`config.mk`:
```
export PLATFORM = sky130hd
export DESIGN_NAME = cpc_int_responder
export DESIGN_NICKNAME = d
export VERILOG_FILES = /design/src/rtl/cpc_int_responder.sv
export SDC_FILE = /design/constraint.sdc
export NUM_CORES = 1
export LEC_CHECK = 0
export CAP_MARGIN = 10
export CORE_MARGIN = 2
export CORE_UTILIZATION = 41
export DETAILED_ROUTE_END_ITERATION = 12
export GPL_TIMING_DRIVEN = 1
export PLACE_DENSITY = 0.84
export SYNTH_ARGS = -nofsm -noshare
export SYNTH_HDL_FRONTEND = slang
export SYNTH_SLANG_ARGS = --single-unit
```
`constraint.sdc`:
```
create_clock -name clk -period 3.42 [get_ports clk]
set_input_delay 0.342 -clock clk [delete_from_list [all_inputs] [get_ports clk]]
set_output_delay 0.342 -clock clk [all_outputs]
set_load 0.02 [all_outputs]
```
`src/rtl/cpc_int_responder.sv`:
```
// cpc_int_responder
//   Interrupt source and acknowledge responder for the CPC gate array, on the Z80 bus side.
//   It counts HSYNC falling edges and raises an interrupt request every INT_LINES lines. The
//   line count is re-aligned a few lines after each VSYNC rise. The responder drives the
//   acknowledge vector during the M1+IORQ cycle and clears the line counter when the
//   gate-array control register is written.
//
// Ports
//   clk       in   system clock, all state on posedge
//   reset_n   in   asynchronous active-low reset
//   hsync     in   CRTC horizontal sync (clk-synchronous, active high)
//   vsync     in   CRTC vertical sync (clk-synchronous, active high)
//   m1_n      in   Z80 M1 strobe
//   iorq_n    in   Z80 IORQ strobe
//   wr_n      in   Z80 WR strobe
//   A         in   Z80 address bus
//   cpu_dout  in   Z80 write data
//   int_n     out  interrupt request to the CPU, active low
//   ack_dout  out  vector byte for the CPU di mux
//   ack_oe    out  selects ack_dout onto CPU di during interrupt acknowledge
//   line_cnt  out  current line counter
module cpc_int_responder #(
    parameter int unsigned INT_LINES   = 52,
    parameter int unsigned VSYNC_DELAY = 2,
    parameter logic [7:0]  ACK_VECTOR  = 8'hFF
) (
    input  logic        clk,
    input  logic        reset_n,
    input  logic        hsync,
    input  logic        vsync,
    input  logic        m1_n,
    input  logic        iorq_n,
    input  logic        wr_n,
    input  logic [15:0] A,
    input  logic [7:0]  cpu_dout,
    output logic        int_n,
    output logic [7:0]  ack_dout,
    output logic        ack_oe,
    output logic [5:0]  line_cnt
);

    typedef enum logic {StIdle, StPend} state_e;

    state_e      state_q, state_d;
    logic [5:0]  cnt_q, cnt_d;
    logic [2:0]  vsd_q, vsd_d;
    logic        hs_q, vs_q, ack_lvl_q, gawr_lvl_q;

    logic        hs_fall, vs_rise;
    logic        ack_lvl, ack_ev;
    logic        gawr_lvl, gawr_ev, ga_clr;
    logic        set_req, realign;

    // Address/data bits this block does not decode.
    logic        unused_bits;
    assign unused_bits = ^{A[13:0], cpu_dout[5], cpu_dout[3:0]};

    // Each event fires once, when its input first reaches the active state. The previous
    // levels are registered, so a strobe that is held low produces a single event.
    always_comb begin
        hs_fall  = hs_q & ~hsync;
        vs_rise  = ~vs_q & vsync;
        ack_lvl  = ~m1_n & ~iorq_n;
        ack_ev   = ack_lvl & ~ack_lvl_q;
        gawr_lvl = ~iorq_n & ~wr_n & (A[15:14] == 2'b01) & (cpu_dout[7:6] == 2'b10);
        gawr_ev  = gawr_lvl & ~gawr_lvl_q;
        ga_clr   = gawr_ev & cpu_dout[4];
    end

    // Line counter and VSYNC realign.
    always_comb begin
        cnt_d   = cnt_q;
        set_req = 1'b0;
        realign = hs_fall && (vsd_q == 3'd1);

        // An acknowledge clears bit 5, so a realign cannot fire a second interrupt soon after.
        if (ack_ev) begin
            cnt_d[5] = 1'b0;
        end
        if (hs_fall) begin
            cnt_d = cnt_d + 6'd1;
            if (cnt_d == INT_LINES[5:0]) begin
                cnt_d   = 6'd0;
                set_req = 1'b1;
            end
        end
        if (realign) begin
            if (cnt_d[5]) begin
                set_req = 1'b1;
            end
            cnt_d = 6'd0;
        end
        if (ga_clr) begin
            cnt_d   = 6'd0;
            set_req = 1'b0;
        end

        vsd_d = vsd_q;
        if (vs_rise) begin
            vsd_d = VSYNC_DELAY[2:0];
        end else if (hs_fall && (vsd_q != 3'd0)) begin
            vsd_d = vsd_q - 3'd1;
        end
    end

    // Request FSM: a new request beats a simultaneous acknowledge, and a control-register
    // clear beats everything.
    always_comb begin
        state_d = state_q;
        unique case (state_q)
            StIdle: if (set_req && !ga_clr) state_d = StPend;
            StPend: if (ga_clr || (ack_ev && !set_req)) state_d = StIdle;
            default: state_d = StIdle;
        endcase
    end

    always_ff @(posedge clk or negedge reset_n) begin
        if (!reset_n) begin
            state_q    <= StIdle;
            cnt_q      <= 6'd0;
            vsd_q      <= 3'd0;
            hs_q       <= 1'b0;
            vs_q       <= 1'b0;
            ack_lvl_q  <= 1'b0;
            gawr_lvl_q <= 1'b0;
        end else begin
            state_q    <= state_d;
            cnt_q      <= cnt_d;
            vsd_q      <= vsd_d;
            hs_q       <= hsync;
            vs_q       <= vsync;
            ack_lvl_q  <= ack_lvl;
            gawr_lvl_q <= gawr_lvl;
        end
    end

    assign int_n    = (state_q != StPend);
    assign ack_oe   = ack_lvl;
    assign ack_dout = ACK_VECTOR;
    assign line_cnt = cnt_q;

endmodule

```
* Yosys cells after proc, flatten, opt, wreduce, memory -nomap -nowiden
Cells that the tools add are included.
Storage, ports and cells: bits in registers 14, input bits 31, output and inout bits 16, word-level logic and storage cells 56
Operators by class: $add $sub $neg 2, eq/ne operators 4, mux-type cells 15, bitwise logic cells 17, reduce and logical (&&, ||, !) cells 10
Operators with widths (number):
- 6-bit two-way mux | 4
- 1-bit bitwise AND | 9
- 1-bit two-way mux | 8
- 1-bit inverter | 8
- 6-bit by 1-bit adder with 6-bit output, second input constant | 1
- 6-bit == test, second input constant | 1
- 3-bit two-way mux | 2
- 3-bit nonzero test | 2
- 1-bit logical AND | 4
- 3-bit by 1-bit == test with 1-bit output, second input constant | 1
- 3-bit by 1-bit subtractor with 3-bit output, second input constant | 1
- 2-bit by 1-bit == test with 1-bit output, second input constant | 1
- 2-bit == test, second input constant | 1
- 1-bit logical NOT | 2
- 1-bit case mux with 2 select lines | 1
- 2-bit nonzero test | 1
- 1-bit logical OR | 1

* Depth between registers and ports, before layout
Gate-level depths: netlist of the first run.
word-level depth 16, gate-level depth with buffers 6, depth with buffers taken out 6

* Worst setup path after synthesis of the first run
Ideal clock, no wire load.
path type register -> register, from register cnt_q[0] (netlist: line_cnt[0]), to register state_q, setup time 0.139 ns, data arrival time 1.363 ns, data required time 3.281 ns, slack 1.918 ns, stages on the path, launching flop included 5, buffers on the path 0, period minus slack after synthesis 1.502 ns, cell sequence dfrtp_1 > ha_1 > and4bb_2 > a2111oi_2 > nor3_1
Between the ends: cells in the longest elaborated chain, start to end 12, elaborated cells between the ends (all ways) 16, those cells by class add/sub: 1; eq/ne: 1; mux: 10; reduce/logical: 4
RTL lines:
- start: declaration | RTL line 45 | logic [5:0] cnt_q, cnt_d;
- start signal: assignment | RTL line 128 | cnt_q <= cnt_d;
- 6-bit by 1-bit adder with 6-bit output (*) | RTL line 81 | cnt_d = cnt_d + 6'd1;
- 6-bit == test | RTL line 82 | if (cnt_d == INT_LINES[5:0]) begin
- 1-bit two-way mux or 6-bit two-way mux (tied branches) | RTL line 82
- 1-bit two-way mux or 6-bit two-way mux (tied branches) | RTL line 80 | if (hs_fall) begin
- 1-bit two-way mux | RTL line 88 | if (cnt_d[5]) begin
- 1-bit two-way mux (*) | RTL line 87 | if (realign) begin
- 1-bit two-way mux (*) | RTL line 93 | if (ga_clr) begin
- 1-bit logical NOT | RTL line 112 | StPend: if (ga_clr || (ack_ev && !set_req)) state_d = StIdle;
- 1-bit logical AND | RTL line 112
- 1-bit logical OR | RTL line 112
- 1-bit two-way mux | RTL line 112
- 1-bit case mux with 2 select lines (*) | RTL line 110 | unique case (state_q)
- named net state_d | RTL line 44 | state_e state_q, state_d;
- end signal: assignment | RTL line 119 | state_q <= StIdle;
- end signal: assignment | RTL line 127 | state_q <= state_d;
- end: declaration | RTL line 44
The timed path passes the listed nets; every way through them passes the cells marked *. The select of a mux whose other input is x is not followed. A chain may end at the register's enable or synchronous reset.

* Worst setup path in the final report of the first run
from input iorq_n, to output ack_oe
Between the ends: cells in the longest elaborated chain, start to end 2
RTL lines:
- start: declaration | RTL line 32 | input logic iorq_n,
- 1-bit inverter | RTL line 63 | ack_lvl = ~m1_n & ~iorq_n;
- 1-bit bitwise AND | RTL line 63
- end: declaration | RTL line 38 | output logic ack_oe,
Every way passes these cells.

==> results of run 1 <==
==> layout by cell type (no fill, tap or decap), types with 3 or more instances in the layout <==
cell	instances
nor2b_1	4
o21ai_0	3
ha_1	4
clkdlybuf4s50_1	19
nor2_1	6
nand2_1	3
a21oi_1	6
nand2b_1	3
conb_1	8
dfrtp_1	14
clkbuf_4	3
inv_1	4
nor3_1	3
==> per-layer routing <==
layer / share of wire [%] / global-route usage [%] / up-vias
met1: 43 / 19.5 / 346
met3: 6.0 / 4.55 / 2
met4: 0.79 / 5.56 / 0
li1: - / - / 331
met5: 0 / 0 / -
met2: 51 / 28.0 / 30
==> registers in the layout, indices dropped and copies added (netlist names) <==
name	cells
state_q	1
gawr_lvl_q	1
vs_q	1
hs_q	1
ack_lvl_q	1
vsd_q	3
line_cnt	6
==> power groups by stage <==
stage	Sequential, mW	Clock [mW]	Combinational [mW]
final	0.250	0.0906	0.235
after global routing	0.258	0.103	0.263
after CTS	0.250	0.0966	0.237
after detailed placement	0.253	0	0.235
after global placement	0.249	0	0.223
after floorplan	0.268	0	0.131
==> through the flow <==
| stage | setup WS (ns) | utilization [%] | hold slack (ns) |
|---|---|---|---|
| 2_1_floorplan | 1.92 | - | 0.0464 |
| 3_3_place_gp | 1.37 | 53.1 | 0.503 |
| 3_5_place_dp | 1.34 | 53.1 | 0.517 |
| 4_1_cts | 1.34 | 54.2 | 0.462 |
| 5_1_grt | 1.27 | 54.2 | 0.507 |
| 6_report | 1.36 | 54.2 | 0.465 |
==> logic make-up after synthesis <==
family	synth area share, %
buffers and inverters	9.36
AOI/OAI and AO/OA	14.3
and+or+nand+nor	25.7
xor gates and xnor gates	1.02
adders and majority gates	5.85
other	0.438
DFF	40.9
muxes	2.34
==> path summary, 6_finish.rpt <==
check	start	endpoint	slack, ns	depth (start not counted)
setup / recovery	iorq_n	ack_oe	1.36	3
hold / removal	reset_n	hs_q$_DFF_PN0_	0.47	1
setup reg to reg	vsd_q[1]$_DFFE_PN0P_	line_cnt[2]$_DFFE_PN0P_	1.86	6
hold reg to reg	vs_q$_DFF_PN0_	vsd_q[0]$_DFFE_PN0P_	0.52	2
max in group asynchronous	reset_n	state_q$_DFF_PN0_	2.53	1
min in group clk	vsync	vs_q$_DFF_PN0_	0.52	1
==> area by class of cell <==
class,count,area [µm²]
Fill cell,192,898
Multi-Input combinational cell,65,452
Sequential cell,14,350
Timing Repair Buffer,19,190
Tap cell,27,33.8
Clock buffer,3,22.5
Inverter,4,15.0
==> out/metrics.yaml, run 1 <==
grt_overflow: 0
syn2layout_area_growth_pct: 24.3
drv_cap: 0
hold_viol: 0
worst-path-buf-inv: 2
top_level_ports: 47
firstDrtPassIters: 4
final.setup.tns_ns: 0
crit_type: "in2out"
grt_start_max_net_pins: 15
p_total_mw: 0.576
avgSynthCellArea_um2: 10.1
wl_um: 1760
htree_levels: 1
clk_pin_slew_ns: 0.08
fin_crit_ns: 2.06
pwr-share-seq_pct: 43.5
cp.required_ns: 3.08
cts_tree: "yes"
worstSkewPairLatency_ns: 0.28
vias: 709
clkPwrFrac_pct: 15.7
synth_warnings: 0
drcViolationCount: 0
synth_seq_cells: 14
critPathMostFrequentCell: "clkdlybuf4s50_1"
drive_gt1_share_pct: 8.57
slew_viol_final: 0
swShare_pct: 38.0
start_kind: "input pin"
fin_nets: 142
netlist_instances: 85
cpLargestDelayFamily: "buffers and inverters"
drt_iter0_drc: 12
clock_sinks: 14
antenna_found_initial: 0
ir_drop_mv: 0.283
rsz0062_at_grt: "no"
async_reset_ff_share_pct: 100
yosysSeqAreaShare_pct: 40.9
antenna_cells: 0
core_area_um2: 1960
grt_pass1_wl_um: 3060
row_count: 16
critPathMaxFanout: 5
wire_per_inst_um: 13.4
p_per_area_nw_per_um2: 542
numPortBuffers: 19
slew_headroom_pct: 55.9
worst_pin_slew_ns: 0.660
antenna_left: 0
fin_area_um2: 1060
cts_buffer_depth: 2
hold_path_class: "in2async"
yosys-top-cells-count: "14 x dfrtp_1, 8 x buf_4, 6 x a21oi_1, 6 x nor2_1"
crit_path_max_incr_delay_ns: 0.62
synth_edf_count: 0
grt_usage_pct: 16.3
cts_buffers: 3
die_h_um: 49.7
placed_cells: 129
grt_pass1_vias: 679
finClkSkew_ns: 0.00279
hpwl_um: 1360
comb_power_share_pct: 40.8
synth_area_leaders: "dfrtp_1 41%, buf_4 7.0%, ha_1 5.8%"
outcome: "finished, final reports clean"
synth_top_area_share_pct: 40.9
switchingPower_mw: 0.219
max_freq_mhz: 486
syn_area_um2: 856
die_w_um: 49.7
critical_path.endpoint_type: "output port"
yosys.cell_types.count: 33
report.final.setup_viol: 0
yosysMostFrequentCell: "dfrtp_1"
root_buffer: "clkbuf_4"
cp_cell_sequence: "clkdlybuf4s50_1 -> nor2_1 -> clkdlybuf4s50_1"
instances_no_fill: 132
gp_congestion: 0.901
holdBufCountCts: 0
slowest_stage: "clkdlybuf4s50_1"
post_cts_resized: 0
dieArea_um2: 2470
initial_core_util_pct: 43.6
power.leakage_nw: 0.448
yosysTopAreaCell: "dfrtp_1"
arrival_ns: 1.72
timing.final.crit_share_pct: 60.2
p_int_mw: 0.357
cts_setup_buffers: 0
vias_per_cell: 5.37
placed_area_um2: 1040
synth_ff_type: "dfrtp_1"
(Power assumes the default switching activity.)
==> run 2, diff against run 1 <==
--- a/config.mk
+++ b/config.mk
@@ -7,10 +7,10 @@
 export LEC_CHECK = 0
 export CAP_MARGIN = 10
 export CORE_MARGIN = 2
-export CORE_UTILIZATION = 41
+export CORE_UTILIZATION = 38
 export DETAILED_ROUTE_END_ITERATION = 12
 export GPL_TIMING_DRIVEN = 1
-export PLACE_DENSITY = 0.84
+export PLACE_DENSITY = 0.79
 export SYNTH_ARGS = -nofsm -noshare
 export SYNTH_HDL_FRONTEND = slang
 export SYNTH_SLANG_ARGS = --single-unit
==> constraint.sdc (replaced) <==
create_clock -name clk -period 2.1 [get_ports clk]
set_input_delay 0.21 -clock clk [delete_from_list [all_inputs] [get_ports clk]]
set_output_delay 0.21 -clock clk [all_outputs]
set_load 0.02 [all_outputs]
==> out/metrics.yaml, run 2 (synthesized netlist as in run 1, its figures left out) <==
placed_cells: 130  # +0.78%
antenna_cells: 0  # unchanged
initial_core_util_pct: 39.4  # -4.2 points
fin_crit_ns: 1.80
drcViolationCount: 0  # unchanged
drt_iter0_drc: 20  # +8
worstSkewPairLatency_ns: 0.28  # about the same
report.final.setup_viol: 0  # unchanged
largest_register_ffs: 6  # unchanged
outcome: "finished, final reports clean"
clk_pin_slew_ns: 0.08  # about the same
grt_pass1_wl_um: 3030  # -0.88%
hold_viol: 0  # unchanged
antenna_left: 0  # unchanged
cp.required_ns: 1.89  # -1.19 ns
rsz0062_at_grt: "no"
finClkSkew_ns: 0.00801  # +0.00522 ns
wire_per_inst_um: 13.5  # +1.2%
cts_buffer_depth: 2  # unchanged
placed_area_um2: 1040  # +0.12%
ir_drop_mv: 0.756  # +170%
crit_type: "in2out"
root_buffer: "clkbuf_4"
holdBufCountCts: 0  # unchanged
core_area_um2: 2170  # +11%
instances_no_fill: 133  # +0.76%
regArea_um2: 350  # unchanged
die_h_um: 51.5  # +3.6%
slowest_stage: "clkdlybuf4s50_1"
die_w_um: 51.5  # +3.6%
grt_usage_pct: 15.8  # -0.49 points
post_cts_resized: 0  # unchanged
start_kind: "input pin"
syn2layout_area_growth_pct: 24.4
multi_input_area_um2: 452  # unchanged
critical_path.endpoint_type: "output port"
dieArea_um2: 2650  # +7.3%
fin_area_um2: 1060  # +0.12%
hold_path_class: "in2async"
worst-path-buf-inv: 2  # unchanged
timing.final.crit_share_pct: 85.7
cp_cell_sequence: "clkdlybuf4s50_1 -> nor2_1 -> clkdlybuf4s50_1"
firstDrtPassIters: 4  # unchanged
grt_start_max_net_pins: 15  # unchanged
numPortBuffers: 19  # unchanged
cpLargestDelayFamily: "buffers and inverters"
grt_overflow: 0  # unchanged
cts_buffers: 3  # unchanged
grt_pass1_vias: 650  # -4.3%
post-route-util_pct: 49.1  # -5.1 points
antenna_found_initial: 0  # unchanged
vias_per_cell: 5.28  # -1.7%
slew_headroom_pct: 57.0  # +1.1 points
fill_cells: 209  # +8.9%
critPathMostFrequentCell: "clkdlybuf4s50_1"
max_freq_mhz: 556
crit_path_max_incr_delay_ns: 0.63  # about the same
drive_gt1_share_pct: 8.57  # unchanged
clock_sinks: 14  # unchanged
wl_um: 1800  # +1.9%
drv_cap: 0  # unchanged
hpwl_um: 1350  # -0.42%
power.leakage_nw: 0.448  # unchanged
fin_nets: 142  # unchanged
final_cell_mix: "19 x clkdlybuf4s50_1, 14 x dfrtp_1, 8 x conb_1"
cts_tree: "yes"
p_total_mw: 0.947  # +64%
slew_viol_final: 0  # unchanged
htree_levels: 1  # unchanged
vias: 702  # -0.99%
gp_congestion: 0.842  # -6.5%
critPathMaxFanout: 5  # unchanged
p_per_area_nw_per_um2: 889  # +64%
cts_setup_buffers: 0  # unchanged
row_count: 17  # +1
final.setup.tns_ns: 0  # unchanged
top_level_ports: 47  # unchanged
worst_pin_slew_ns: 0.643  # -0.0169 ns
arrival_ns: 1.59  # -0.13 ns
final_common_cell: "clkdlybuf4s50_1"
==> run 2: cell counts in the layout (fill, tap and decap cells not counted) <==
Identical to the previous run, type by type.
==> run 2: routing by layer <==
metal	vias to the layer above	part of all wire, %	wire (µm)	GRT usage [%]
met1	337	43	765	19.6
met4	0	1.1	19	3.95
li1	333	-	-	-
met3	4	6.3	113	5.26
met2	28	50	898	26.5
met5	-	0	0	0
==> run 2: final cells by class <==
type                       count  area share [%]
multi-input combinational     65            42.4
sequential                    14            32.9
timing repair buffer          19            17.9
tap                           28            3.29
clock buffer                   3            2.12
inverter                       4            1.41
==> run 2: worst paths after layout <==
path                                      start                 endpoint  slack (ns)  cells past startpoint
min reg2reg                      vs_q$_DFF_PN0_     vsd_q[0]$_DFFE_PN0P_        0.55                      2
max in group asynchronous               reset_n     vsd_q[2]$_DFFE_PN0P_        1.36                      1
min in group clk                          vsync           vs_q$_DFF_PN0_        0.41                      1
min                                     reset_n    line_cnt[5]$_DFF_PN0_        0.32                      1
max reg2reg                vsd_q[1]$_DFFE_PN0P_  line_cnt[2]$_DFFE_PN0P_        0.53                      6
max                                      iorq_n                   ack_oe        0.30                      3
==> run 2: report_power, final <==
group	leakage, nW	internal [mW]	total [mW]	switching [mW]
Clock	0.0138	0.0666	0.150	0.0831
Combinational	0.260	0.187	0.388	0.201
Sequential	0.173	0.330	0.409	0.0787
Total	0.448	0.584	0.947	0.363
==> run 2: through the flow <==
stage	hold WS [ns]	worst slack [ns]
floorplan	-0.0856	0.598
global placement	0.503	0.314
detailed placement	0.541	0.299
CTS	0.336	0.298
global route	0.367	0.213
finish	0.319	0.301
